$ cat src/rtl/led_blink_pkg.sv
// Shared definitions for the LED blink peripheral: register offsets, reset constants,
// LED vector type and the Wishbone byte-enable mask helper.
package led_blink_pkg;

   localparam logic [1:0] REG_LED_VAL    = 2'd0;
   localparam logic [1:0] REG_BLINK_MASK = 2'd1;
   localparam logic [1:0] REG_PERIOD     = 2'd2;
   localparam logic [1:0] REG_CTRL       = 2'd3;

   localparam logic [7:0] DUTY_RESET = 8'hFF;

   typedef logic [7:0] led_t;

   function automatic logic [31:0] sel_mask(input logic [3:0] sel);
      return {{8{sel[3]}}, {8{sel[2]}}, {8{sel[1]}}, {8{sel[0]}}};
   endfunction

endpackage

$ cat src/rtl/blink_prescaler.sv
// Free-running half-blink prescaler: counts 0..period-1 and toggles phase on wrap.
// A clear restarts the count but never suppresses a coincident phase toggle.
module blink_prescaler
   import led_blink_pkg::*;
#(
   parameter int PRESC_WIDTH = 24
) (
   input  logic                   clk_sys,
   input  logic                   rst,
   input  logic [PRESC_WIDTH-1:0] period,
   input  logic                   clear,
   output logic [PRESC_WIDTH-1:0] cnt,
   output logic                   phase
);

   logic [PRESC_WIDTH-1:0] cnt_q, cnt_d;
   logic                   phase_q, phase_d;
   logic                   wrap;

   always_comb begin
      wrap    = (cnt_q == period - PRESC_WIDTH'(1));
      cnt_d   = cnt_q + PRESC_WIDTH'(1);
      phase_d = phase_q;
      if (wrap) begin
         cnt_d   = '0;
         phase_d = ~phase_q;
      end
      if (clear) cnt_d = '0;
   end

   always_ff @(posedge clk_sys) begin
      if (rst) begin
         cnt_q   <= '0;
         phase_q <= 1'b0;
      end else begin
         cnt_q   <= cnt_d;
         phase_q <= phase_d;
      end
   end

   assign cnt   = cnt_q;
   assign phase = phase_q;

endmodule

$ cat src/rtl/led_blink_ctrl.sv
// Wishbone LED peripheral: static pattern, per-LED blink mask, programmable blink period.
// Optional global PWM dimming is built when LED_PWM_EN is defined.
module led_blink_ctrl
   import led_blink_pkg::*;
#(
   parameter int                     PRESC_WIDTH  = 24,
   parameter logic [PRESC_WIDTH-1:0] RESET_PERIOD = PRESC_WIDTH'(5_000_000)
) (
   input  logic        clk_sys,
   input  logic        rst,
   input  logic        wb_cyc_i,
   input  logic        wb_stb_i,
   input  logic        wb_we_i,
   input  logic [3:0]  wb_adr_i,
   input  logic [3:0]  wb_sel_i,
   input  logic [31:0] wb_dat_i,
   output logic [31:0] wb_dat_o,
   output logic        wb_ack_o,
   output logic [7:0]  led
);

   led_t                   led_val_q, led_val_d;
   led_t                   mask_q, mask_d;
   led_t                   led_q, led_d;
   logic [PRESC_WIDTH-1:0] period_q, period_d;
   logic                   ack_q, ack_d;
   logic [31:0]            dat_q, dat_d;

   logic                   req, wr;
   logic                   period_wr_en;
   logic [31:0]            wmask, pmerge, rdata;
   logic [PRESC_WIDTH-1:0] period_wr;
   logic [PRESC_WIDTH-1:0] presc_cnt;
   logic                   phase;
   logic                   pwm_on;
   logic [7:0]             duty_rd;

   // ack_q in the request term spaces back-to-back accesses two cycles apart
   assign req   = wb_cyc_i & wb_stb_i & ~ack_q;
   assign wr    = req & wb_we_i;
   assign wmask = sel_mask(wb_sel_i);

   always_comb begin
      pmerge    = (32'(period_q) & ~wmask) | (wb_dat_i & wmask);
      period_wr = pmerge[PRESC_WIDTH-1:0];
   end

`ifdef LED_PWM_EN
   logic [7:0] duty_q, duty_d;
   logic [7:0] pwm_cnt_q, pwm_cnt_d;

   always_comb begin
      duty_d    = duty_q;
      pwm_cnt_d = pwm_cnt_q + 8'd1;
      if (wr && wb_adr_i[3:2] == REG_CTRL && wb_sel_i[1]) duty_d = wb_dat_i[15:8];
      pwm_on  = (pwm_cnt_q < duty_q) | (duty_q == 8'hFF);
      duty_rd = duty_q;
   end

   always_ff @(posedge clk_sys) begin
      if (rst) begin
         duty_q    <= DUTY_RESET;
         pwm_cnt_q <= '0;
      end else begin
         duty_q    <= duty_d;
         pwm_cnt_q <= pwm_cnt_d;
      end
   end
`else
   assign pwm_on  = 1'b1;
   assign duty_rd = 8'h00;
`endif

   always_comb begin
      rdata = '0;
      case (wb_adr_i[3:2])
         REG_LED_VAL:    rdata = {24'b0, led_val_q};
         REG_BLINK_MASK: rdata = {24'b0, mask_q};
         REG_PERIOD:     rdata = 32'(period_q);
         default:        rdata = {16'b0, duty_rd, 7'b0, phase};
      endcase
   end

   always_comb begin
      led_val_d    = led_val_q;
      mask_d       = mask_q;
      period_d     = period_q;
      period_wr_en = 1'b0;
      ack_d        = req;
      dat_d        = '0;
      if (wr) begin
         case (wb_adr_i[3:2])
            REG_LED_VAL:    if (wb_sel_i[0]) led_val_d = wb_dat_i[7:0];
            REG_BLINK_MASK: if (wb_sel_i[0]) mask_d = wb_dat_i[7:0];
            REG_PERIOD: begin
               period_wr_en = 1'b1;
               period_d     = (period_wr == '0) ? PRESC_WIDTH'(1) : period_wr;
            end
            default: ;
         endcase
      end
      if (req && !wb_we_i) dat_d = rdata;
      led_d = led_val_q & (~mask_q | {8{phase}}) & {8{pwm_on}};
   end

   always_ff @(posedge clk_sys) begin
      if (rst) begin
         led_val_q <= '0;
         mask_q    <= '0;
         period_q  <= RESET_PERIOD;
         ack_q     <= 1'b0;
         dat_q     <= '0;
         led_q     <= '0;
      end else begin
         led_val_q <= led_val_d;
         mask_q    <= mask_d;
         period_q  <= period_d;
         ack_q     <= ack_d;
         dat_q     <= dat_d;
         led_q     <= led_d;
      end
   end

   blink_prescaler #(.PRESC_WIDTH(PRESC_WIDTH)) u_presc (
      .clk_sys (clk_sys),
      .rst     (rst),
      .period  (period_q),
      .clear   (period_wr_en),
      .cnt     (presc_cnt),
      .phase   (phase)
   );

   logic unused_bits;
   assign unused_bits = ^{wb_adr_i[1:0], pmerge, presc_cnt};

   assign wb_ack_o = ack_q;
   assign wb_dat_o = dat_q;
   assign led      = led_q;

endmodule

$ cat config.mk
export PLATFORM = sky130hd
export DESIGN_NAME = led_blink_ctrl
export DESIGN_NICKNAME = d
export VERILOG_FILES = /design/src/rtl/led_blink_pkg.sv /design/src/rtl/blink_prescaler.sv /design/src/rtl/led_blink_ctrl.sv
export SDC_FILE = /design/constraint.sdc
export NUM_CORES = 1
export LEC_CHECK = 0
export ABC_AREA = 1
export BUFFER_PORTS_ARGS = -buffer_cell sky130_fd_sc_hd__buf_2
export CAP_MARGIN = 30
export CORE_MARGIN = 3
export CORE_UTILIZATION = 56
export CTS_CLUSTER_SIZE = 16
export DETAILED_ROUTE_END_ITERATION = 16
export HOLD_SLACK_MARGIN = 0.1
export PLACE_DENSITY = 0.82
export SYNTH_ARGS = -nofsm -noshare
export SYNTH_HDL_FRONTEND = slang
export SYNTH_SLANG_ARGS = --single-unit
$ cat constraint.sdc
create_clock -name clk_sys -period 2.51 [get_ports clk_sys]
set_input_delay 0.3765 -clock clk_sys [delete_from_list [all_inputs] [get_ports clk_sys]]
set_output_delay 0.3765 -clock clk_sys [all_outputs]
set_load 0.01 [all_outputs]
Yosys cells after proc, flatten, opt, wreduce, memory -nomap -nowiden. Index checks and enable logic that the tools add are counted.

$add $sub $neg: 2. Equality and inequality tests: 3. Multiplexer cells: 4. Bitwise gates (word level): 13. Reductions and logical operators: 9.

Operators with widths (count): case mux 24 bit (3 select lines) (1); AND 24 bit (2); adder 24 x 1 -> 24 bit, second input constant (1); == test 24 bit (1); logical NOT 24 bit (1); 2-to-1 mux 24 bit (1); inverter 24 bit (1); OR 24 bit (1); subtractor 24 x 1 -> 24 bit, second input constant (1); AND 8 bit (1); inverter 8 bit (1); OR 8 bit (1); AND reduction 3 bit (2); AND 1 bit (3); inverter 1 bit (3); OR reduction 3 bit (1); == test 2 x 1 -> 1 bit, second input constant (1); == test 2 bit, second input constant (1); logical NOT 2 bit (1); 2-to-1 mux 1 bit (2); AND reduction 2 bit (1); OR reduction 2 bit (1); logical AND 1 bit (1); logical NOT 1 bit (1).

Bits in registers: 106. Input port bits: 45. Output and inout bits: 41. Logic and storage cells: 39.

Depth between registers and ports, before layout. Gate-level depths: netlist of the first run.

Depth after elaboration: 5. Mapped depth: 15. Gate-level depth less buffers: 15.

Modules after synthesis. Synthesis of the first run repeated with hierarchy kept, for this count alone.

Cells, all modules: 790. Area total of the unflattened synthesis: 5385.2 um^2.

Modules (own cells, without submodules): led_blink_ctrl (times used 1, cells each 385, area each 2912.8 um^2, sequential area each 1461.4 um^2); blink_prescaler (times used 1, cells each 405, area each 2472.4 um^2, sequential area each 500.5 um^2).

Least setup slack after synthesis of the first run. No wires, ideal clock.

Path kind: register -> register. Start point: register period_q[0]. End point: register u_presc.cnt_q[20], in the netlist u_presc.cnt[20]. Arrival: 1909 ps. Setup slack: 486 ps. Stages on the path, launching flop included: 12. Cell sequence: dfxtp_1 -> inv_1 -> ha_1 -> nand2_4 -> nor2_8 -> nand4_2 -> nor2_1 -> xor2_1 -> nand3_2 -> o21ai_4 -> buf_6 -> nor2_2.

Longest elaborated chain between the ends: 3.

RTL lines: start, declared (line led_blink_ctrl.sv:25) `logic [PRESC_WIDTH-1:0] period_q, period_d;`; start signal, assigned (line led_blink_ctrl.sv:117) `period_q <= period_d;`; subtractor 24 x 1 -> 24 bit (line blink_prescaler.sv:21) `wrap = (cnt_q == period - PRESC_WIDTH'(1));`; == test 24 bit (line blink_prescaler.sv:21); OR reduction 3 bit (no source line); end signal, assigned (line blink_prescaler.sv:36) `cnt_q <= cnt_d;`; end, declared (line blink_prescaler.sv:16) `logic [PRESC_WIDTH-1:0] cnt_q, cnt_d;`.

Every way passes these cells. A chain may end at the register's enable or synchronous reset.

Worst setup path after layout of the first run.
Start point: register period_q[0]. End point: register u_presc.cnt_q[18], in the netlist u_presc.cnt[18].

The elaborated chain is that of the path after synthesis.

==> results of run 1 <==
synth_stat cells, types with 2 or more instances:
library cell	count	area [sq um]
inv_1	80	300
nand2_2	4	25.0
nor3_1	16	80.1
xnor2_1	11	96.3
nor2_1	75	282
clkbuf_1	12	45.0
o21ai_0	67	335
nand4_1	11	68.8
dfxtp_1	98	1960
nand2_1	163	612
ha_1	2	25.0
or2_2	3	18.8
nor2_4	3	33.8
nand3_2	2	20.0
nand4_2	2	25.0
buf_2	3	15.0
o22ai_1	8	50.1
nor3_2	3	30.0
inv_2	4	15.0
nand3_1	32	160
clkinv_1	3	11.3
buf_6	2	22.5
nor2_2	28	175
buf_4	9	67.6
nand3b_1	4	30.0
xor2_1	21	184
o211ai_1	6	45.0
nor4_1	4	25.0
a21oi_1	35	175
where the power goes:
part | total, W | internal (W) | switching (W)
combinational | 0.000220 | 0.0000752 | 0.000145
sequential | 0.00159 | 0.00157 | 0.0000173
clock | 0.00110 | 0.000493 | 0.000610
logic make-up (layout without fill, tap and decap cells):
kind of cell | Yosys count | in the layout
adders and majority gates | 2 | 2
DFF | 98 | 98
AOI/OAI and AO/OA | 121 | 121
buffers and inverters | 113 | 174
other | 1 | 8
xor gates and xnor gates | 32 | 32
and+or+nand+nor | 355 | 355
cells in the final DEF, fill, tap and decap left out, drive strengths merged, types with 3 or more instances in the layout:
| cell | instances |
|---|---|
| nand2 | 168 |
| nor2 | 107 |
| dfxtp | 98 |
| inv | 90 |
| buf | 71 |
| o21ai | 69 |
| a21oi | 36 |
| nand3 | 34 |
| xor2 | 21 |
| nor3 | 19 |
| nand4 | 13 |
| xnor2 | 11 |
| clkbuf | 9 |
| o22ai | 8 |
| conb | 8 |
| o211ai | 6 |
| nand3b | 4 |
| nor4 | 4 |
| or2 | 4 |
| clkinv | 3 |
metal layers:
metal / wire, microns / part of all wire (%) / global-route usage (%) / up-vias
met5: 0 / 0 / 0 / -
met4: 303 / 2.5 / 8.50 / 0
met3: 699 / 5.9 / 4.64 / 28
met2: 5890 / 49 / 43.0 / 157
met1: 5020 / 42 / 30.1 / 2087
li1: - / - / - / 2427
layout make-up:
cell class / count / area share, %
multi-input combinational: 518 / 46.5
sequential: 98 / 34.8
timing repair buffer: 71 / 6.75
inverter: 87 / 5.79
tap: 105 / 2.33
clock buffer: 9 / 2.20
clock inverter: 7 / 1.60
critical path, stage by stage, from the launching register on:
cell and delay, ns:
dfxtp_1 0.42, inv_1 0.09, ha_2 0.29, nand2_1 0.07, inv_1 0.04, nor2_1 0.07, nand2_1 0.05, nor2_1 0.16
nand3_1 0.10, nor2_1 0.12, nand2_1 0.05, nor2_1 0.11, nand3_2 0.12, o21ai_4 0.16, buf_12 0.21, a21oi_1 0.06
flip-flops by register name, indices dropped and copies added (netlist names):
signal and cells:
led_val_q 8, u_presc.phase 1, led 8, wb_dat_o 24, u_presc.cnt 24, period_q 24, wb_ack_o 1, mask_q 8
stage by stage:
step	power (W)	instance area, sq um	hold slack (ns)
final	0.00291	5640	0.283
after global routing	0.00303	5640	0.276
after CTS	0.00293	5640	0.276
after detailed placement	0.00184	5420	0.440
after global placement	0.00183	5420	0.438
after floorplan	0.00178	5060	0.428
worst paths after layout:
| kind | end | slack (ns) | cells past startpoint |
|---|---|---|---|
| min | wb_dat_o[0] | 0.28 | 3 |
| max | u_presc.cnt[18] | 0.25 | 15 |
| max reg2reg | u_presc.cnt[18] | 0.25 | 15 |
| min reg2reg | led[5] | 0.45 | 2 |
timing repair:
item,4_1_cts,5_1_grt
resized for setup,0,1
setup endpoints to repair,0,22
endpoints found under the hold margin,0,0
setup buffers,0,0
==> flow_metrics.tcl, run 1 <==
set metrics [dict create \
    required_ns 2.76 \
    pre_cts_slack_ns 0.242 \
    min_period_ns 2.26 \
    final_util_pct 66.6 \
    io_buffers 66 \
    synth-seq-cells 98 \
    post_layout_nonfiller_instances 895 \
    ys.flop_type "dfxtp_1" \
    synth_fa_ha_area_share_pct 0.497 \
    ys_warn_count 0 \
    crit_fanout 24 \
    critical_path.startpoint "period_q[0]" \
    clock_sinks 98 \
    synth_compound_area_share_pct 12.9 \
    area_growth_pct 12.0 \
    p_leak_nw 2.44 \
    pin_count 86 \
    num_antenna_cells 0 \
    antenna_found_initial 0 \
    num_vias 4699 \
    grt_max_degree 25 \
    maxCapViolCount 0 \
    register_area_sq_mm 0.00196 \
    drv_slew 0 \
    setup_tns_ns 0 \
    arrival_ns 2.51 \
    syn-mean-instance-area_sq_um 6.97 \
    chipWidth_microns 101 \
    nFillCells 737 \
    worst_pin_slew_ns 0.786 \
    wl_per_cell_microns 13.3 \
    clockBufferDepth 2 \
    r2r_start "period_q[0]" \
    clock_skew_ns 0.0147 \
    cts_hold_buf 0 \
    layout.nets 832 \
    grt_pass1_vias 4515 \
    via_per_inst 5.25 \
    wirelength_microns 11900 \
    routabilityCongestion 0.887 \
    cts_buffers 9 \
    rows 33 \
    period_share_pct 89.9 \
    synthMuxAreaShare_pct 0 \
    slew-limit-headroom_pct 47.5 \
    end_kind "flip-flop" \
    grt.total_usage_pct 24.6 \
    clock.fmax_ghz 0.443 \
    startpoint_type "flip-flop" \
    worstSkewPairLatency_ns 0.37 \
    die_y_microns 101 \
    post-place-cells 879 \
    post-route-drc-count 0 \
    coreArea_sq_mm 0.00846 \
    cts_tree "done" \
    postSynthCellCount 722 \
    min_path_type "primary input to flip-flop" \
    synth_top_family_by_area "simple AND/OR/NAND/NOR gates" \
    hold_viol 0 \
    synth_cell_types 40 \
    gr-total-overflow 0 \
    initial_core_util_pct 59.5 \
    drive_above_1_share_pct 17.8 \
    path_clk_slew_ns 0.11 \
    seq_area_frac_synth_pct 39.0 \
    synth_xor_area_share_pct 5.57 \
    critPathKind "flip-flop to flip-flop" \
    root_buffer "clkbuf_8" \
    synth-simple-area-share_pct 32.5 \
    finalSetupViolCount 0 \
    grt_pass1_wl_microns 20300 \
    antenna_left 0 \
    peakVddDrop_uv 400 \
    firstDrtPassIters 5 \
    hp-start "wb_adr_i[3]" \
    ys_async_sr_fraction_pct 0 \
    worst_slack_ns 0.253 \
    h-tree-depth 3 \
    multi_input_area_sq_mm 0.00263 \
    syn_area_sq_mm 0.00503 \
    p_per_area_mw_per_mm2 516 \
    rsz0062_at_grt "false" \
    hpwl_microns 9330 \
    die-area_sq_mm 0.0102 \
    drt_iter0_markers 211 \
    synth_edf_count 0 \
    status "complete, no violations" \
]
No activity file was read; power rests on OpenSTA's default activity.
==> run 2: changes to the inputs <==
- CORE_UTILIZATION: 56 -> 61
- PLACE_DENSITY: 0.82 -> 0.88
- SLEW_MARGIN: unset -> 20
- clock period: 2.51 -> 2.8 ns (I/O delays scaled with it)
==> flow_metrics.tcl, run 2 (same netlist as run 1, synthesis figures left out) <==
set metrics [dict create \
    finalSetupViolCount 0 \
    setup_tns_ns 0 \
    grt_pass1_vias 4597 \
    dr.max_layer_used "met4" \
    p_per_area_mw_per_mm2 451 \
    post-place-cells 875 \
    num_antenna_cells 0 \
    wl_met1_microns 5170 \
    grt_pass1_wl_microns 20900 \
    crit_path_end "u_presc.cnt[7]" \
    startpoint_type "flip-flop" \
    area_growth_pct 11.5 \
    h-tree-depth 3 \
    hold_viol 0 \
    die-area_sq_mm 0.00938 \
    clock_sinks 98 \
    clock.fmax_ghz 0.419 \
    peakVddDrop_uv 395 \
    path_clk_slew_ns 0.11 \
    clockBufferDepth 2 \
    min_path_type "primary input to flip-flop" \
    status "complete, no violations" \
    routabilityCongestion 0.925 \
    crit_fanout 24 \
    drv_slew 0 \
    rsz0062_at_grt "false" \
    postPlaceCellArea_sq_mm 0.00541 \
    ff2ff_setup_slack_ns 0.41 \
    post_layout_nonfiller_instances 892 \
    arrival_ns 2.64 \
    min_period_ns 2.39 \
    antenna_found_initial 0 \
    wl_per_cell_microns 13.9 \
    chipWidth_microns 96.9 \
    antenna_left 0 \
    end_kind "flip-flop" \
    drt_iter0_markers 213 \
    critPathKind "flip-flop to flip-flop" \
    via_per_inst 5.39 \
    pre_cts_slack_ns 0.414 \
    worst_slack_ns 0.413 \
    p_leak_nw 2.43 \
    clock_skew_ns 0.0141 \
    slew-limit-headroom_pct 44.7 \
    coreArea_sq_mm 0.00789 \
    r2r_start "period_q[0]" \
    die_y_microns 96.9 \
    drive_above_1_share_pct 17.7 \
    final_area_sq_mm 0.00561 \
    grt_max_degree 25 \
    required_ns 3.06 \
    worst_pin_slew_ns 0.827 \
    rows 32 \
    hpwl_microns 9480 \
    root_buffer "clkbuf_8" \
    firstDrtPassIters 5 \
    grt.total_usage_pct 26.6 \
    cts_buffers 9 \
    worstReg2RegEnd "u_presc.cnt[7]" \
    cts_hold_buf 0 \
    final_cell_mix "nand2_1, dfxtp_1, inv_1" \
    ctsResizeCount 0 \
    cts_setup_buffers 0 \
    pin_count 86 \
    layout.nets 832 \
    critical_path.startpoint "period_q[0]" \
    layout_commonest_cell "nand2_1" \
    maxCapViolCount 0 \
    gr-total-overflow 0 \
    io_buffers 66 \
    wl_met2_microns 6350 \
    wirelength_microns 12400 \
    met3_length_microns 624 \
    cts_tree "done" \
    period_share_pct 85.2 \
    ff2ff_path_depth 15 \
    post-route-drc-count 0 \
    num_vias 4811 \
    worstSkewPairLatency_ns 0.37 \
    nFillCells 650 \
    initial_core_util_pct 63.8 \
]
## run 2: how the worst min path moves through the flow
stage                       startpoint     endpoint  slack (ns)  depth (start not counted)
final                      wb_adr_i[3]  wb_dat_o[0]        0.34                          3
after global routing       wb_adr_i[3]  wb_dat_o[0]        0.34                          3
after CTS                  wb_adr_i[3]  wb_dat_o[0]        0.34                          3
after detailed placement  led_val_q[3]       led[3]        0.44                          2
after global placement    led_val_q[2]       led[2]        0.44                          2
after floorplan           led_val_q[1]       led[1]        0.43                          2
## run 2: power by group
part,leakage (nW),internal [W],switching (W)
sequential,0.791,0.00141,0.0000155
combinational,1.54,0.0000675,0.000132
clock,0.101,0.000368,0.000544
## run 2: metrics by stage
stage | utilization, % | total power, W | hold slack, ns
floorplan | - | 0.00159 | 0.428
global placement | 68.6 | 0.00164 | 0.439
detailed placement | 68.6 | 0.00165 | 0.442
CTS | 71.1 | 0.00253 | 0.339
global route | 71.2 | 0.00263 | 0.342
finish | 71.2 | 0.00253 | 0.338
## run 2: worst max-delay path, stage by stage, from the launching register on
cell	delay, ns
dfxtp_1	0.43
inv_1	0.09
ha_1	0.33
nand2_1	0.08
inv_1	0.04
nor2_1	0.08
nand2_1	0.06
nor2_1	0.18
nand3_1	0.12
nor2_1	0.11
nand2_1	0.05
nor2_1	0.11
nand3_2	0.13
o21ai_4	0.18
buf_12	0.21
a21oi_1	0.06
## run 2: per-layer routing
| layer | vias to the layer above | track usage [%] |
|---|---|---|
| met5 | - | 0 |
| met4 | 0 | 9.61 |
| met3 | 23 | 3.53 |
| met2 | 155 | 47.9 |
| met1 | 2204 | 32.1 |
| li1 | 2429 | - |
## run 2: layout make-up
class                   instances  area, sq um  share of cell area (%)
clock buffers                  10          138                    2.45
clock inverters                 6         57.6                    1.03
inverters                      87          327                    5.82
multi-input cells             518         2620                    46.7
flip-flops and latches         98         1960                    34.9
well taps                     102          128                    2.27
repair buffers                 71          380                    6.78
==> run 3: changes to the inputs <==
- CORE_MARGIN: 3 -> unset
==> flow_metrics.tcl, run 3 (same netlist as run 1, synthesis figures left out) <==
set metrics [dict create \
    status "complete, no violations" \
    post-route-drc-count 0 \
    grt.total_usage_pct 30.0 \
    ctsResizeCount 0 \
    maxCapViolCount 0 \
    coreArea_sq_mm 0.00785 \
    pre_cts_slack_ns 0.449 \
    drive_above_1_share_pct 17.7 \
    via_per_inst 5.49 \
    finalPower_w 0.00255 \
    drv_slew 0 \
    h-tree-depth 3 \
    path_clk_slew_ns 0.11 \
    clock_skew_ns 0.0131 \
    rows 32 \
    wl_per_cell_microns 13.7 \
    arrival_ns 2.61 \
    clock.fmax_ghz 0.428 \
    required_ns 3.07 \
    peakVddDrop_uv 254 \
    hold_viol 0 \
    crit_fanout 24 \
    grt_max_degree 25 \
    layout_commonest_cell "nand2_1" \
    cts_tree "done" \
    setup_tns_ns 0 \
    cts_setup_buffers 0 \
    post_layout_nonfiller_instances 892 \
    p_per_area_mw_per_mm2 454 \
    finalSetupViolCount 0 \
    drt_iter0_markers 290 \
    cp_cell_sequence "inv_1 > ha_1 > nand2_1 > inv_1 > nor2_1 > nand2_1 > nor2_1 > nand3_1 > nor2_1 > nand2_1 > nor2_1 > nand3_2 > o21ai_4 > buf_12 > a21oi_1" \
    rsz0062_at_grt "false" \
    final_util_pct 71.5 \
    critPathKind "flip-flop to flip-flop" \
    min_path_type "primary input to flip-flop" \
    grt_pass1_vias 4504 \
    root_buffer "clkbuf_8" \
    clock_sinks 98 \
    clockBufferDepth 2 \
    period_share_pct 83.4 \
    end_kind "flip-flop" \
    firstDrtPassIters 5 \
    num_vias 4900 \
    die-area_sq_mm 0.00862 \
    io_buffers 66 \
    startpoint_type "flip-flop" \
    worst_pin_slew_ns 0.784 \
    path_common_cell "nor2_1" \
    critical_path.max_stage_delay_ns 0.43 \
    die_y_microns 92.9 \
    nFillCells 640 \
    cts_buffers 9 \
    chipWidth_microns 92.9 \
    slew-limit-headroom_pct 47.6 \
    antenna_found_initial 0 \
    cts_hold_buf 0 \
    hpwl_microns 9210 \
    p_leak_nw 2.43 \
    worst_slack_ns 0.465 \
    wirelength_microns 12200 \
    worstSkewPairLatency_ns 0.39 \
    final_cell_mix "nand2_1, dfxtp_1, inv_1" \
    routabilityCongestion 0.963 \
    gr-total-overflow 0 \
    min_period_ns 2.33 \
    num_antenna_cells 0 \
    antenna_left 0 \
    pin_count 86 \
    area_growth_pct 11.4 \
    cpMaxStageDelayCell "dfxtp_1" \
    initial_core_util_pct 64.2 \
    layout.nets 832 \
    post-place-cells 875 \
    grt_pass1_wl_microns 20500 \
]
run 3: changes by cell type in the layout (fill, tap and decap cells not counted):
| cell | before | now |
|---|---|---|
| inv_6 | 1 | 3 |
| clkinv_4 | 3 | 0 |
| clkbuf_8 | 10 | 9 |
| inv_8 | 2 | 3 |
| clkinv_2 | 0 | 1 |
run 3: layer usage:
| layer | GRT usage, % | part of all wire (%) | vias up |
|---|---|---|---|
| met1 | 35.4 | 42 | 2250 |
| met2 | 53.5 | 50 | 188 |
| li1 | - | - | 2428 |
| met3 | 4.27 | 5.6 | 34 |
| met5 | 0 | 0 | - |
| met4 | 13.6 | 2.7 | 0 |
run 3: final timing paths:
check / cells past startpoint / start / endpoint / slack [ns]
min reg2reg: 2 / led_val_q[2] / led[2] / 0.45
max reg2reg: 15 / period_q[0] / u_presc.cnt[3] / 0.47
max: 15 / period_q[0] / u_presc.cnt[3] / 0.47
min: 3 / wb_adr_i[3] / wb_dat_o[0] / 0.32
run 3: power breakdown:
group | total [W] | internal [W] | switching, W
Combinational | 0.000201 | 0.0000673 | 0.000134
Clock | 0.000923 | 0.000350 | 0.000573
Sequential | 0.00142 | 0.00141 | 0.0000155
run 3: area by class of cell:
type / instances / area [sq um] / share of cell area, %
clock inverter: 7 / 65.1 / 1.16
inverter: 87 / 327 / 5.82
clock buffer: 9 / 124 / 2.21
tap: 102 / 128 / 2.28
timing repair buffer: 71 / 380 / 6.78
sequential: 98 / 1960 / 35.0
multi-input combinational: 518 / 2620 / 46.8
run 3: stage by stage:
step	area, sq um	hold slack (ns)
CTS	5600	0.321
global route	5610	0.338
global placement	5410	0.435
floorplan	5060	0.428
detailed placement	5410	0.444
finish	5610	0.321
run 3: worst max-delay path: cells and delay by family, from the launching register on:
kind | cells | cell delay, ns
compound gates | 2 | 0.23
flops | 1 | 0.43
simple gates | 9 | 0.91
fa+ha+maj | 1 | 0.31
buf+inv | 3 | 0.33
